`src/rtl/ucie_ctl_sb_rx_packet_receiver.sv`:
```
// Sideband RX packet receiver: deserializes RDI config beats into 32-bit phases,
// reassembles 2- or 4-phase sideband messages and hands them to CTL with one-packet credit flow.
module ucie_ctl_sb_rx_packet_receiver #(
  parameter int NC = 32
) (
  input  logic          i_clk,
  input  logic          i_rst,
  input  logic          i_rdi_pl_cfg_vld,
  input  logic [NC-1:0] i_rdi_pl_cfg,
  output logic          o_rdi_lp_cfg_crd,
  output logic          o_valid_pl_sb,
  output logic [4:0]    o_pl_sb_decode,
  output logic          o_pl_sb_has_data,
  output logic [31:0]   o_pl_sb_data,
  input  logic          i_pl_sb_ack,
  output logic          o_sb_overflow
);

  localparam int BPP = 32 / NC;
  localparam int BW  = (BPP > 1) ? $clog2(BPP) : 1;
  localparam logic [4:0] OPC_DATA = 5'b11011;

  typedef enum logic [1:0] {
    ST_INIT    = 2'd0,
    ST_IDLE    = 2'd1,
    ST_COLLECT = 2'd2,
    ST_HOLD    = 2'd3
  } state_t;

  state_t        state_r;
  state_t        state_next_s;
  logic [BW-1:0] beat_cnt_r;
  logic [BW-1:0] beat_idx_s;
  logic [1:0]    phase_cnt_r;
  logic [1:0]    phase_idx_s;
  logic [31:0]   phase_buf_r;
  logic [31:0]   phase_word_s;
  logic [31:0]   data_cap_r;
  logic [4:0]    decode_cap_r;
  logic          four_phase_r;
  logic          accept_s;
  logic          last_beat_s;
  logic          last_phase_s;
  logic          pkt_done_s;
  logic          crd_next_s;
  logic          valid_next_s;

  // Beat position, phase completion and the phase word as it looks with the current beat merged in.
  // In IDLE the counters are treated as zero so the first beat always lands at beat 0 of phase 0.
  always_comb begin
    accept_s = i_rdi_pl_cfg_vld && ((state_r == ST_IDLE) || (state_r == ST_COLLECT));
    if (state_r == ST_COLLECT) begin
      beat_idx_s  = beat_cnt_r;
      phase_idx_s = phase_cnt_r;
    end else begin
      beat_idx_s  = '0;
      phase_idx_s = 2'd0;
    end
    last_beat_s = (beat_idx_s == BW'(BPP - 1));
    if (phase_idx_s == 2'd3) begin
      last_phase_s = 1'b1;
    end else if (phase_idx_s == 2'd1) begin
      last_phase_s = !four_phase_r;
    end else begin
      last_phase_s = 1'b0;
    end
    pkt_done_s   = accept_s && last_beat_s && last_phase_s;
    phase_word_s = phase_buf_r;
    for (int k = 0; k < BPP; k++) begin
      if (beat_idx_s == BW'(k)) begin
        phase_word_s[k*NC +: NC] = i_rdi_pl_cfg;
      end else begin
        phase_word_s[k*NC +: NC] = phase_buf_r[k*NC +: NC];
      end
    end
  end

  // State register.
  always_ff @(posedge i_clk or posedge i_rst) begin
    if (i_rst) begin
      state_r <= ST_INIT;
    end else begin
      state_r <= state_next_s;
    end
  end

  // Next-state logic.
  always_comb begin
    state_next_s = state_r;
    case (state_r)
      ST_INIT:    state_next_s = ST_IDLE;
      ST_IDLE:    state_next_s = accept_s ? ST_COLLECT : ST_IDLE;
      ST_COLLECT: state_next_s = pkt_done_s ? ST_HOLD : ST_COLLECT;
      ST_HOLD:    state_next_s = i_pl_sb_ack ? ST_IDLE : ST_HOLD;
      default:    state_next_s = ST_INIT;
    endcase
  end

  // Output decode; the credit goes back once at start-up and once per consumed message.
  always_comb begin
    crd_next_s   = (state_r == ST_INIT) || ((state_r == ST_HOLD) && i_pl_sb_ack);
    valid_next_s = (state_next_s == ST_HOLD);
  end

  // Beat/phase counters and per-phase capture; phase3 is counted but never stored.
  always_ff @(posedge i_clk or posedge i_rst) begin
    if (i_rst) begin
      beat_cnt_r   <= '0;
      phase_cnt_r  <= 2'd0;
      phase_buf_r  <= 32'd0;
      data_cap_r   <= 32'd0;
      decode_cap_r <= 5'd0;
      four_phase_r <= 1'b0;
    end else if (accept_s) begin
      phase_buf_r <= phase_word_s;
      if (last_beat_s) begin
        beat_cnt_r  <= '0;
        phase_cnt_r <= pkt_done_s ? 2'd0 : (phase_idx_s + 2'd1);
        case (phase_idx_s)
          2'd0:    four_phase_r <= (phase_word_s[4:0] == OPC_DATA);
          2'd1:    decode_cap_r <= phase_word_s[4:0];
          2'd2:    data_cap_r   <= phase_word_s;
          default: data_cap_r   <= data_cap_r;
        endcase
      end else begin
        beat_cnt_r  <= beat_idx_s + BW'(1);
        phase_cnt_r <= phase_idx_s;
      end
    end
  end

  // Registered outputs; message fields load only when the packet completes.
  always_ff @(posedge i_clk or posedge i_rst) begin
    if (i_rst) begin
      o_rdi_lp_cfg_crd <= 1'b0;
      o_valid_pl_sb    <= 1'b0;
      o_pl_sb_decode   <= 5'd0;
      o_pl_sb_has_data <= 1'b0;
      o_pl_sb_data     <= 32'd0;
      o_sb_overflow    <= 1'b0;
    end else begin
      o_rdi_lp_cfg_crd <= crd_next_s;
      o_valid_pl_sb    <= valid_next_s;
      if (i_rdi_pl_cfg_vld && (state_r == ST_HOLD)) begin
        o_sb_overflow <= 1'b1;
      end
      if (pkt_done_s) begin
        o_pl_sb_decode   <= (phase_idx_s == 2'd1) ? phase_word_s[4:0] : decode_cap_r;
        o_pl_sb_has_data <= four_phase_r;
        o_pl_sb_data     <= four_phase_r ? data_cap_r : 32'd0;
      end
    end
  end

endmodule

```
`config.mk`:
```
export PLATFORM = sky130hd
export DESIGN_NAME = ucie_ctl_sb_rx_packet_receiver
export DESIGN_NICKNAME = d
export VERILOG_FILES = /design/src/rtl/ucie_ctl_sb_rx_packet_receiver.sv
export SDC_FILE = /design/constraint.sdc
export NUM_CORES = 1
export LEC_CHECK = 0
export ABC_AREA = 1
export BUFFER_PORTS_ARGS = -buffer_cell sky130_fd_sc_hd__buf_4
export CORE_ASPECT_RATIO = 1.2
export CORE_MARGIN = 5
export CORE_UTILIZATION = 45
export DETAILED_ROUTE_END_ITERATION = 7
export PLACE_DENSITY = 0.74
export SYNTH_ARGS = -nofsm -noshare
export SYNTH_HDL_FRONTEND = slang
export SYNTH_SLANG_ARGS = --single-unit
```
`constraint.sdc`:
```
create_clock -name i_clk -period 2.5 [get_ports i_clk]
set_clock_uncertainty 0.2 [all_clocks]
set_input_delay 0.125 -clock i_clk [delete_from_list [all_inputs] [get_ports i_clk]]
set_output_delay 0.125 -clock i_clk [all_outputs]
set_load 0.02 [all_outputs]
```
### Word level (Yosys, flattened, before mapping)

Cells that the tools add are included.

| storage, ports and cells | value |
|---|---|
| logic and storage cells | 51 |
| bits in writable memories | 0 |
| bits in latches | 0 |
| output and inout bits | 41 |
| register bits | 116 |
| memories kept | 0 |
| bits in read-only memories | 0 |
| input bits | 36 |

| operators by class | value |
|---|---|
| $mul | 0 |
| equality and inequality tests | 8 |
| bitwise logic cells | 1 |
| $lt $le $gt $ge | 0 |
| shifts and indexed selects | 0 |
| add/sub/neg operators | 2 |
| multiplexer cells | 14 |
| div/mod/pow operators | 0 |
| reduce and logical (&&, ||, !) cells | 13 |

Operators with widths:

| operator | count |
|---|---|
| two-way mux 32 bit | 2 |
| == test 2 bit, second input constant | 5 |
| two-way mux 2 bit | 5 |
| one-hot mux 2 bit (4 select lines) | 1 |
| AND reduction 3 bit | 2 |
| == test 5 bit, second input constant | 1 |
| logical AND 1 bit | 5 |
| two-way mux 1 bit | 5 |
| two-way mux 5 bit | 1 |
| == test 2 x 1 -> 1 bit, second input constant | 2 |
| zero test 2 bit | 2 |
| adder 2 x 1 -> 2 bit, second input constant | 1 |
| logical OR 1 bit | 2 |
| AND reduction 2 bit | 1 |
| adder 1 bit, second input constant | 1 |
| zero test 1 bit | 1 |
| inverter 1 bit | 1 |

### Logic depth before layout (Yosys ltp)

Gate-level depths: netlist of the first run.

| depth | value |
|---|---|
| depth in word-level cells | 9 |
| gate-level depth with buffers | 11 |
| depth with buffers taken out | 10 |

### Least setup slack after synthesis of the first run

OpenSTA, ideal clock, no wires.

| timing | value |
|---|---|
| path kind | reg-to-reg |
| start point | register state_r[0] |
| end point | register o_pl_sb_data[2] |
| arrival time | 1.502 ns |
| library setup time | 0.126 ns |
| period minus slack after synthesis | 1.828 ns |
| path slack | 0.672 ns |
| data required time | 2.174 ns |
| path buffers | 1 |
| cell stages (with the launch flop) | 12 |
| cell sequence | dfrtp_1 -> inv_1 -> ha_1 -> nand2_1 -> inv_1 -> ha_1 -> nand2_1 -> nand2_4 -> nand2_4 -> buf_4 -> nand2_1 -> o21ai_0 |

| between the ends | value |
|---|---|
| longest elaborated chain between the ends | 6 |

Ends and longest elaborated chain:

| item | line | source |
|---|---|---|
| start: declaration | 30 | `state_t state_r;` |
| start signal: assignment | 83 | `state_r <= state_next_s;` |
| == test 2 bit | 51, 52 |  |
| two-way mux 2 bit | 52 | `if (state_r == ST_COLLECT) begin` |
| == test 2 x 1 -> 1 bit | 62 | `end else if (phase_idx_s == 2'd1) begin` |
| two-way mux 1 bit | 62 |  |
| two-way mux 1 bit | 60 | `if (phase_idx_s == 2'd3) begin` |
| logical AND 1 bit * | 67 | `pkt_done_s = accept_s && last_beat_s && last_phase_s;` |
| end signal: assignment | 150 | `o_pl_sb_data <= four_phase_r ? data_cap_r : 32'd0;` |
| end: declaration | 14 | `output logic [31:0] o_pl_sb_data,` |

Mark *: on every way between the ends. The rest lies on a longest branch, timed or not.
A chain may end at the register's enable or synchronous reset.

### Final worst setup path of the first run

| timing | value |
|---|---|
| start point | register state_r[0] |
| end point | register o_pl_sb_data[4] |

The elaborated chain is that of the path after synthesis.

==> flow_summary_export.csv, run 1 <==
group,metric,value,unit
yosys,synth_top_area_share,60.4,%
yosys,synth_common_cells,"104 x nand2_1, 83 x dfrtp_1, 42 x inv_1",
global_route,first_global_vias,2761,
sta,fin_crit_sh,89.0,%
setup_path,crit_type,"reg2reg",
yosys,yosys.area.top_type,"dfrtp_1",
final_layout,fin_nets,524,
final_layout,area_delta_synth_final,34.6,%
sta,max_slew_margin,62.4,%
sta,maxSlewViolCount,0,
sta,finalSetupViolations,0,
cts,cts_buffer_depth,2,
yosys,ys_seq_area_share,60.4,%
global_route,antenna_found_initial,0,
cts,cts_tree,"yes",
sta,rsz0062_at_grt,"no",
yosys,yosys_warnings,0,
place,post-dp-hpwl,4750,microns
sta,final-hold-violation-count,0,
final_layout,n_antenna_cell,0,
cts,cts_made_buffers,9,
setup_path,cp_data_arrival_time,2.24,ns
floorplanning,dieHeight,106,microns
hold_path,hold_path_class,"in2async",
floorplanning,initial_utilization,45.4,%
routing,detail_route.wirelength,7320,microns
yosys,yosys-top-cells-area,"dfrtp_1 60%, nand2_1 11%, o21ai_0 5.5%",
yosys,synth_area_per_cell,9.24,sq um
routing,drcViolationCount,0,
cts,ctsRootBufferMaster,"clkbuf_8",
global_route,grt_start_max_net_pins,54,
floorplanning,core_area,7580,sq um
setup_path,path_max_fanout,53,
yosys,syn_inst,372,
floorplanning,io-pin-count,77,
routing,drt_pass1_iterations,4,
floorplanning,dieArea,9500,sq um
cts,postCtsSetupRepairBufs,0,
status,status,"completed",
sta,fmaxAchievable,0.449,GHz
pwr,powerDensity,875,nW/um^2
sta,tightest_slew,0.563,ns
yosys,synth-main-ff-cell,"dfrtp_1",
sta,period_minus_slack,2.23,ns
routing,via_per_inst,4.76,
yosys,synthDistinctLibCells,18,
routing,wl_per_cell,12.7,microns
global_route,grt_usage,16.6,%
setup_path,end_kind,"flip-flop",
cts,numClockSinks,83,
cts,clk_pin_slew,0.08,ns
yosys,syn_nets,416,
global_route,grt_overflow,0,
yosys,synth.most_common_cell,"nand2_1",
pwr,cellLeakagePower,2.47,nW
floorplanning,die_x,89.8,microns
cts,clock_latency,0.34,ns
job,drv_cap,0,
place,preCtsSetupSlack,0.241,ns
routing,vias,2744,
final_layout,drive_gt1_share,21.0,%
yosys,async_reset_ff_share,100,%
place,io_buffers,76,
yosys,syn-cell-area,3440,sq um
yosys,synth-seq-cells,83,
sta,finalSetupTns,0,ns
global_route,grt_pass1_wl,12900,microns
place,gp_congestion,0.798,
pwr,ir_drop,0.000594,V
routing,drt_iter0_markers,159,
cts,htree_levels,3,
sta,worst_slack,0.274,ns
yosys,synth_edf_count,0,
setup_path,worstPathRequired,2.51,ns
floorplanning,fp-row-count,35,
setup_path,start_kind,"flip-flop",
routing,antenna_left,0,
-- layout by cell type (no fill, tap or decap) --
| cell | n |
|---|---|
| nand2_1 | 104 |
| dfrtp_1 | 83 |
| buf_4 | 79 |
| inv_1 | 41 |
| o21ai_0 | 38 |
| dlygate4sd3_1 | 35 |
| nor2_1 | 22 |
| a21oi_1 | 20 |
| nand3_1 | 20 |
| o21ai_1 | 10 |
| clkbuf_8 | 9 |
| ha_1 | 8 |
| nand2_4 | 3 |
| bufinv_16 | 3 |
| clkinv_2 | 2 |
| nand2_2 | 1 |
| inv_4 | 1 |
| a21oi_2 | 1 |
| o21bai_1 | 1 |
| clkinvlp_4 | 1 |
| inv_6 | 1 |
| clkbuf_1 | 1 |
| buf_12 | 1 |
-- per-stage QoR --
| step | hold slack (ns) | util (%) | instance area (sq um) | power, mW | std cells |
|---|---|---|---|---|---|
| 6_report | 0.167 | 61.1 | 4630 | 4.05 | 577 |
| 5_1_grt | 0.202 | 61.1 | 4630 | 4.33 | 577 |
| 4_1_cts | 0.178 | 61.1 | 4630 | 4.09 | 577 |
| 3_5_place_dp | 0.00621 | 53.3 | 4040 | 2.91 | 526 |
| 3_3_place_gp | -0.00452 | 53.3 | 4040 | 2.86 | 526 |
| 2_1_floorplan | 0.0708 | - | 3440 | 2.54 | 372 |
-- sequential cells by signal (all words and copies together), names as in the netlist --
signal	flops
o_pl_sb_has_data	1
o_rdi_lp_cfg_crd	1
o_pl_sb_data	32
data_cap_r	32
state_r	2
o_sb_overflow	1
four_phase_r	1
o_pl_sb_decode	5
o_valid_pl_sb	1
decode_cap_r	5
phase_cnt_r	2
-- critical path, stage by stage (launching register included) --
cell and delay [ns]:
dfrtp_1 0.38, inv_1 0.07, ha_1 0.23, nand2_1 0.13, inv_1 0.09, ha_1 0.22
nand2_1 0.11, nand2_4 0.10, nand2_4 0.40, o21ai_0 0.16
-- cells by family (layout without fill, tap and decap cells) --
group,count (synthesis),after routing,synth area share [%]
compound gates,70,70,10.4
fa+ha+maj,8,8,2.91
buf+inv,61,174,8.48
flops,83,83,60.4
simple gates,150,150,17.8
-- layout make-up --
class / instances / area [sq um]
fill: 653 / 2950
sequential: 83 / 2080
multi-input combinational: 228 / 1070
timing repair buffer: 115 / 963
inverter: 43 / 165
clock buffer: 10 / 128
tap: 92 / 115
clock inverter: 6 / 111
-- layer usage --
metal	wire length, microns	track usage [%]
met1	3130	20.0
met2	3690	28.0
met3	328	4.35
met4	170	7.02
met5	0	0
-- report_power, final --
| group | switching (mW) | total [mW] | internal (mW) |
|---|---|---|---|
| Combinational | 0.650 | 1.09 | 0.436 |
| Clock | 0.465 | 1.13 | 0.665 |
| Sequential | 0.162 | 1.84 | 1.67 |
-- final timing paths --
check / depth (start not counted) / startpoint / slack [ns] / to
worst min register to register: 2 / o_pl_sb_has_data / 0.28 / o_pl_sb_has_data
min in group i_clk: 2 / o_pl_sb_has_data / 0.28 / o_pl_sb_has_data
worst max register to register: 9 / state_r[0] / 0.27 / o_pl_sb_data[4]
max in group asynchronous: 4 / i_rst / 1.30 / o_pl_sb_data[27]
worst min-delay path: 3 / i_rst / 0.17 / data_cap_r[27]
worst max-delay path: 9 / state_r[0] / 0.27 / o_pl_sb_data[4]
-- repair_timing --
| item | in CTS | in global routing |
|---|---|---|
| endpoints found under the hold margin | 79 | 0 |
| hold buffers | 35 | 0 |
| setup endpoints to repair | 0 | 0 |
| gates resized for setup | 0 | 0 |
No activity file was read; power rests on OpenSTA's default activity.
==> inputs of run 2 (changes only) <==
--- a/config.mk
+++ b/config.mk
@@ -10,6 +10,7 @@
 export CORE_ASPECT_RATIO = 1.2
 export CORE_MARGIN = 5
 export CORE_UTILIZATION = 45
+export CTS_BUF_LIST = sky130_fd_sc_hd__clkbuf_4 sky130_fd_sc_hd__clkbuf_8
 export DETAILED_ROUTE_END_ITERATION = 7
 export PLACE_DENSITY = 0.74
 export SYNTH_ARGS = -nofsm -noshare
==> flow_summary_export.csv, run 2 (synthesis results as in run 1) <==
group,metric,value,unit
routing,drt_pass1_iterations,4,
sta,tightest_slew,0.563,ns
setup_path,path_max_fanout,53,
global_route,grt_usage,16.6,%
cts,cts_buffer_depth,2,
setup_path,crit_type,"reg2reg",
routing,via_per_inst,4.76,
final_layout,fin_nets,524,
routing,drcViolationCount,0,
floorplanning,initial_utilization,45.4,%
routing,wl_per_cell,12.7,microns
pwr,ir_drop,0.000594,V
global_route,first_global_vias,2761,
final_layout,mostFrequentLayoutCell,"nand2_1",
sta,finalSetupViolations,0,
status,status,"completed",
setup_path,crit_chain,"inv_1 -> ha_1 -> nand2_1 -> inv_1 -> ha_1 -> nand2_1 -> nand2_4 -> nand2_4 -> o21ai_0",
global_route,grt_start_max_net_pins,54,
global_route,grt_pass1_wl,12900,microns
final_layout,final_cells,577,
final_layout,layout_common_cells,"104 x nand2_1, 83 x dfrtp_1, 79 x buf_4, 41 x inv_1, 38 x o21ai_0",
setup_path,rrSetupSlack,0.27,ns
sta,fin_crit_sh,89.1,%
setup_path,reg2reg_from,"state_r[0]",
cts,clock_latency,0.34,ns
floorplanning,io-pin-count,77,
sta,worst_slack,0.274,ns
setup_path,start_kind,"flip-flop",
cts,htree_levels,3,
setup_path,cp_data_arrival_time,2.24,ns
routing,antenna_left,0,
cts,cts_tree,"yes",
setup_path,worstPathRequired,2.51,ns
cts,ctsResizeCount,0,
place,gp_congestion,0.798,
pwr,powerDensity,877,nW/um^2
setup_path,critPathMaxStageDelay,0.40,ns
sta,max_slew_margin,62.4,%
hold_path,hold_path_class,"in2async",
place,io_buffers,76,
sta,fmaxAchievable,0.449,GHz
cts,clk_pin_slew,0.08,ns
setup_path,startpoint,"state_r[0]",
sta,period_minus_slack,2.23,ns
final_layout,area_delta_synth_final,34.8,%
floorplanning,die_x,89.8,microns
place,dp.cells,526,
sta,rsz0062_at_grt,"no",
setup_path,r2r-end,"o_pl_sb_data[4]",
floorplanning,dieHeight,106,microns
cts,ctsRootBufferMaster,"clkbuf_8",
place,post-dp-hpwl,4750,microns
final_layout,top_regs,"data_cap_r (32), o_pl_sb_data (32)",
cts,cts_made_buffers,9,
global_route,antenna_found_initial,0,
place,preCtsSetupSlack,0.241,ns
sta,finalSetupTns,0,ns
pwr,cellLeakagePower,2.47,nW
floorplanning,core_area,7580,sq um
final_layout,drive_gt1_share,21.2,%
job,drv_cap,0,
routing,detail_route.wirelength,7320,microns
setup_path,end_kind,"flip-flop",
global_route,grt_overflow,0,
routing,drt_iter0_markers,154,
setup_path,cpMaxStageDelayCell,"nand2_4",
final_layout,n_antenna_cell,0,
cts,postCtsSetupRepairBufs,0,
setup_path,reg2regPathDepth,9,
floorplanning,dieArea,9500,sq um
routing,vias,2744,
setup_path,critPathCapture,"o_pl_sb_data[4]",
floorplanning,fp-row-count,35,
cts,numClockSinks,83,
sta,final-hold-violation-count,0,
sta,maxSlewViolCount,0,
[run 2: cell types whose count changed in the layout (fill, tap and decap cells not counted)]
| cell | change |
|---|---|
| clkbuf_4 | +1 |
| clkbuf_1 | -1 |
[run 2: metal layers]
metal  track usage (%)  wire [microns]  vias to the layer above
li1                  -               -                     1375
met1              20.0            3130                     1297
met2              28.0            3690                       61
met3              4.35             328                       11
met4              7.02             170                        0
met5                 0               0                        -
[run 2: critical path: cells and delay by family (launching register included)]
kind	cells	cell delay, ns
buffers and inverters	2	0.16
AOI/OAI and AO/OA	1	0.16
and+or+nand+nor	4	0.74
adders and majority gates	2	0.45
DFF	1	0.38
[run 2: worst min-delay path by stage]
stage,end,slack [ns],cells after the start
floorplan,data_cap_r[11],0.07,2
global placement,data_cap_r[27],-0.005,2
detailed placement,data_cap_r[27],0.006,2
CTS,four_phase_r,0.18,3
global route,four_phase_r,0.20,3
finish,data_cap_r[27],0.17,3
[run 2: stage by stage]
stage	cell area [sq um]	utilization [%]	hold WS, ns	power (mW)
floorplan	3440	-	0.0708	2.54
global placement	4040	53.3	-0.00452	2.86
detailed placement	4040	53.3	0.00621	2.91
CTS	4630	61.2	0.178	4.10
global route	4630	61.2	0.202	4.34
finish	4630	61.2	0.167	4.06
[run 2: area by class of cell]
cell class | count | area [sq um]
clock buffer | 10 | 131
fill | 651 | 2940
timing repair buffer | 115 | 963
inverter | 43 | 165
clock inverter | 6 | 111
tap | 92 | 115
sequential | 83 | 2080
multi-input combinational | 228 | 1070
[run 2: power breakdown]
part           leakage (nW)  total [mW]  internal, mW  switching (mW)
Clock                 0.120        1.14         0.676           0.464
Combinational          1.31        1.09         0.436           0.650
Sequential             1.04        1.84          1.67           0.162
[run 2: timing repair]
item,4_1_cts,5_1_grt
hold endpoints to repair,79,0
hold buffers,35,0
setup endpoints to repair,0,0
==> inputs of run 3 (changes only) <==
--- a/config.mk
+++ b/config.mk
@@ -12,7 +12,7 @@
 export CORE_UTILIZATION = 45
 export CTS_BUF_LIST = sky130_fd_sc_hd__clkbuf_4 sky130_fd_sc_hd__clkbuf_8
 export DETAILED_ROUTE_END_ITERATION = 7
-export PLACE_DENSITY = 0.74
+export PLACE_DENSITY = 0.69
 export SYNTH_ARGS = -nofsm -noshare
 export SYNTH_HDL_FRONTEND = slang
 export SYNTH_SLANG_ARGS = --single-unit
==> flow_summary_export.csv, run 3 (synthesis results as in run 1) <==
group,metric,value,unit
sta,tightest_slew,0.538,ns
global_route,use_met1,20.8,%
place,post-dp-hpwl,4740,microns
sta,max_slew_margin,64.1,%
final_layout,mostFrequentLayoutCell,"nand2_1",
routing,drt_pass1_iterations,4,
routing,vias,2739,
setup_path,reg2regPathDepth,11,
final_layout,n_antenna_cell,0,
cts,clock_latency,0.34,ns
cts,clk_pin_slew,0.08,ns
place,place_area,4080,sq um
setup_path,worstSetupPathDepth,11,
floorplanning,io-pin-count,77,
global_route,grt_usage,16.8,%
floorplanning,dieArea,9500,sq um
final_layout,fin_nets,527,
setup_path,startpoint,"state_r[0]",
setup_path,path_max_fanout,25,
cts,htree_levels,3,
global_route,grt_overflow,0,
floorplanning,core_area,7580,sq um
cts,cts_tree,"yes",
pwr,cellLeakagePower,2.49,nW
pwr,finalPower,4.02,mW
floorplanning,die_x,89.8,microns
setup_path,worstPathRequired,2.52,ns
cts,cts_hold_buf,35,
sta,fmaxAchievable,0.461,GHz
global_route,use_met2,28.0,%
sta,finalSetupTns,0,ns
setup_path,crit_type,"reg2reg",
sta,period_minus_slack,2.17,ns
setup_path,path_delay_family,"simple AND/OR/NAND/NOR gates",
routing,wl_per_cell,12.8,microns
final_layout,post-route-util,61.4,%
cts,cts_made_buffers,9,
sta,worst_slack,0.331,ns
sta,maxSlewViolCount,0,
floorplanning,fp-row-count,35,
sta,final-hold-violation-count,0,
place,preCtsSetupSlack,0.318,ns
global_route,grt_util_met3,3.93,%
final_layout,layout_common_cells,"104 x nand2_1, 83 x dfrtp_1, 81 x buf_4, 41 x inv_1, 38 x o21ai_0",
cts,postCtsSetupRepairBufs,0,
routing,drcViolationCount,0,
pwr,powerDensity,865,nW/um^2
pwr,ir_drop,0.000556,V
cts,cts_buffer_depth,2,
setup_path,start_kind,"flip-flop",
routing,detail_route.wirelength,7380,microns
sta,rsz0062_at_grt,"no",
global_route,first_global_vias,2785,
setup_path,cp_data_arrival_time,2.19,ns
setup_path,crit_buf_inv,3,
floorplanning,dieHeight,106,microns
floorplanning,initial_utilization,45.4,%
cts,numClockSinks,83,
setup_path,critPathCapture,"o_pl_sb_data[26]",
routing,via_per_inst,4.74,
final_layout,final_area,4650,sq um
routing,antenna_left,0,
global_route,grt_pass1_wl,13000,microns
setup_path,crit_path_frequent_cell,"nand2_1",
setup_path,cpMaxStageDelayCell,"dfrtp_1",
setup_path,end_kind,"flip-flop",
setup_path,r2r-end,"o_pl_sb_data[26]",
status,status,"completed",
final_layout,area_delta_synth_final,35.3,%
setup_path,crit_chain,"inv_1 -> ha_1 -> nand2_1 -> inv_1 -> ha_1 -> nand2_1 -> nand2_4 -> nand2_4 -> buf_12 -> nand2_1 -> o21ai_0",
hold_path,hold_path_class,"in2async",
routing,drt_iter0_markers,165,
global_route,antenna_found_initial,0,
global_route,grt_start_max_net_pins,84,
global_route,top_usage_layer,"met2",
job,drv_cap,0,
setup_path,reg2reg_from,"state_r[0]",
place,gp_congestion,0.785,
final_layout,drive_gt1_share,21.4,%
cts,ctsResizeCount,0,
sta,finalSetupViolations,0,
sta,fin_crit_sh,86.8,%
setup_path,rrSetupSlack,0.33,ns
setup_path,critPathMaxStageDelay,0.40,ns
cts,ctsRootBufferMaster,"clkbuf_8",
place,io_buffers,76,
final_layout,top_regs,"data_cap_r (32), o_pl_sb_data (32)",
## run 3: cell count changes in the layout (fill, tap and decap cells not counted)
cell and change:
buf_4 +2, inv_6 -1, clkbuf_4 -1, buf_12 +1, clkinvlp_4 -1, clkinv_4 +1
## run 3: worst min path at each step
| stage | start | endpoint | slack, ns |
|---|---|---|---|
| after global routing | i_rst | data_cap_r[18] | 0.25 |
| after CTS | i_rst | data_cap_r[25] | 0.23 |
| after global placement | i_rst | data_cap_r[27] | 0.06 |
| final | i_rst | data_cap_r[27] | 0.20 |
| after floorplan | i_rdi_pl_cfg[11] | data_cap_r[11] | 0.07 |
| after detailed placement | i_rst | data_cap_r[25] | 0.06 |
## run 3: per-stage QoR
stage	cells	hold WS (ns)
after floorplan	372	0.0708
after global placement	529	0.0557
after detailed placement	529	0.0585
after CTS	578	0.228
after global routing	578	0.255
final	578	0.196
## run 3: final cells by class
type                       count  area, sq um
clock buffer                   9          124
clock inverter                 5          104
fill                         668         2920
inverter                      43          165
multi-input combinational    228         1070
sequential                    83         2080
tap                           92          115
timing repair buffer         118          998
## run 3: power by group
group | total [mW] | internal, mW | switching [mW]
logic | 1.10 | 0.445 | 0.651
clock network | 1.10 | 0.652 | 0.450
registers | 1.82 | 1.67 | 0.150
## run 3: worst min-delay path, stage by stage
cell and delay, ns:
dlygate4sd3_1 0.53, buf_4 0.13, clkinv_2 0.05, buf_12 0.33
## run 3: layer usage
metal  wire length (microns)  vias to the layer above  share of wire, %
met5                       0                        -                 0
met4                     193                        0               2.6
met3                     252                       13               3.4
met2                    3770                       47                51
met1                    3170                     1298                43
li1                        -                     1381                 -
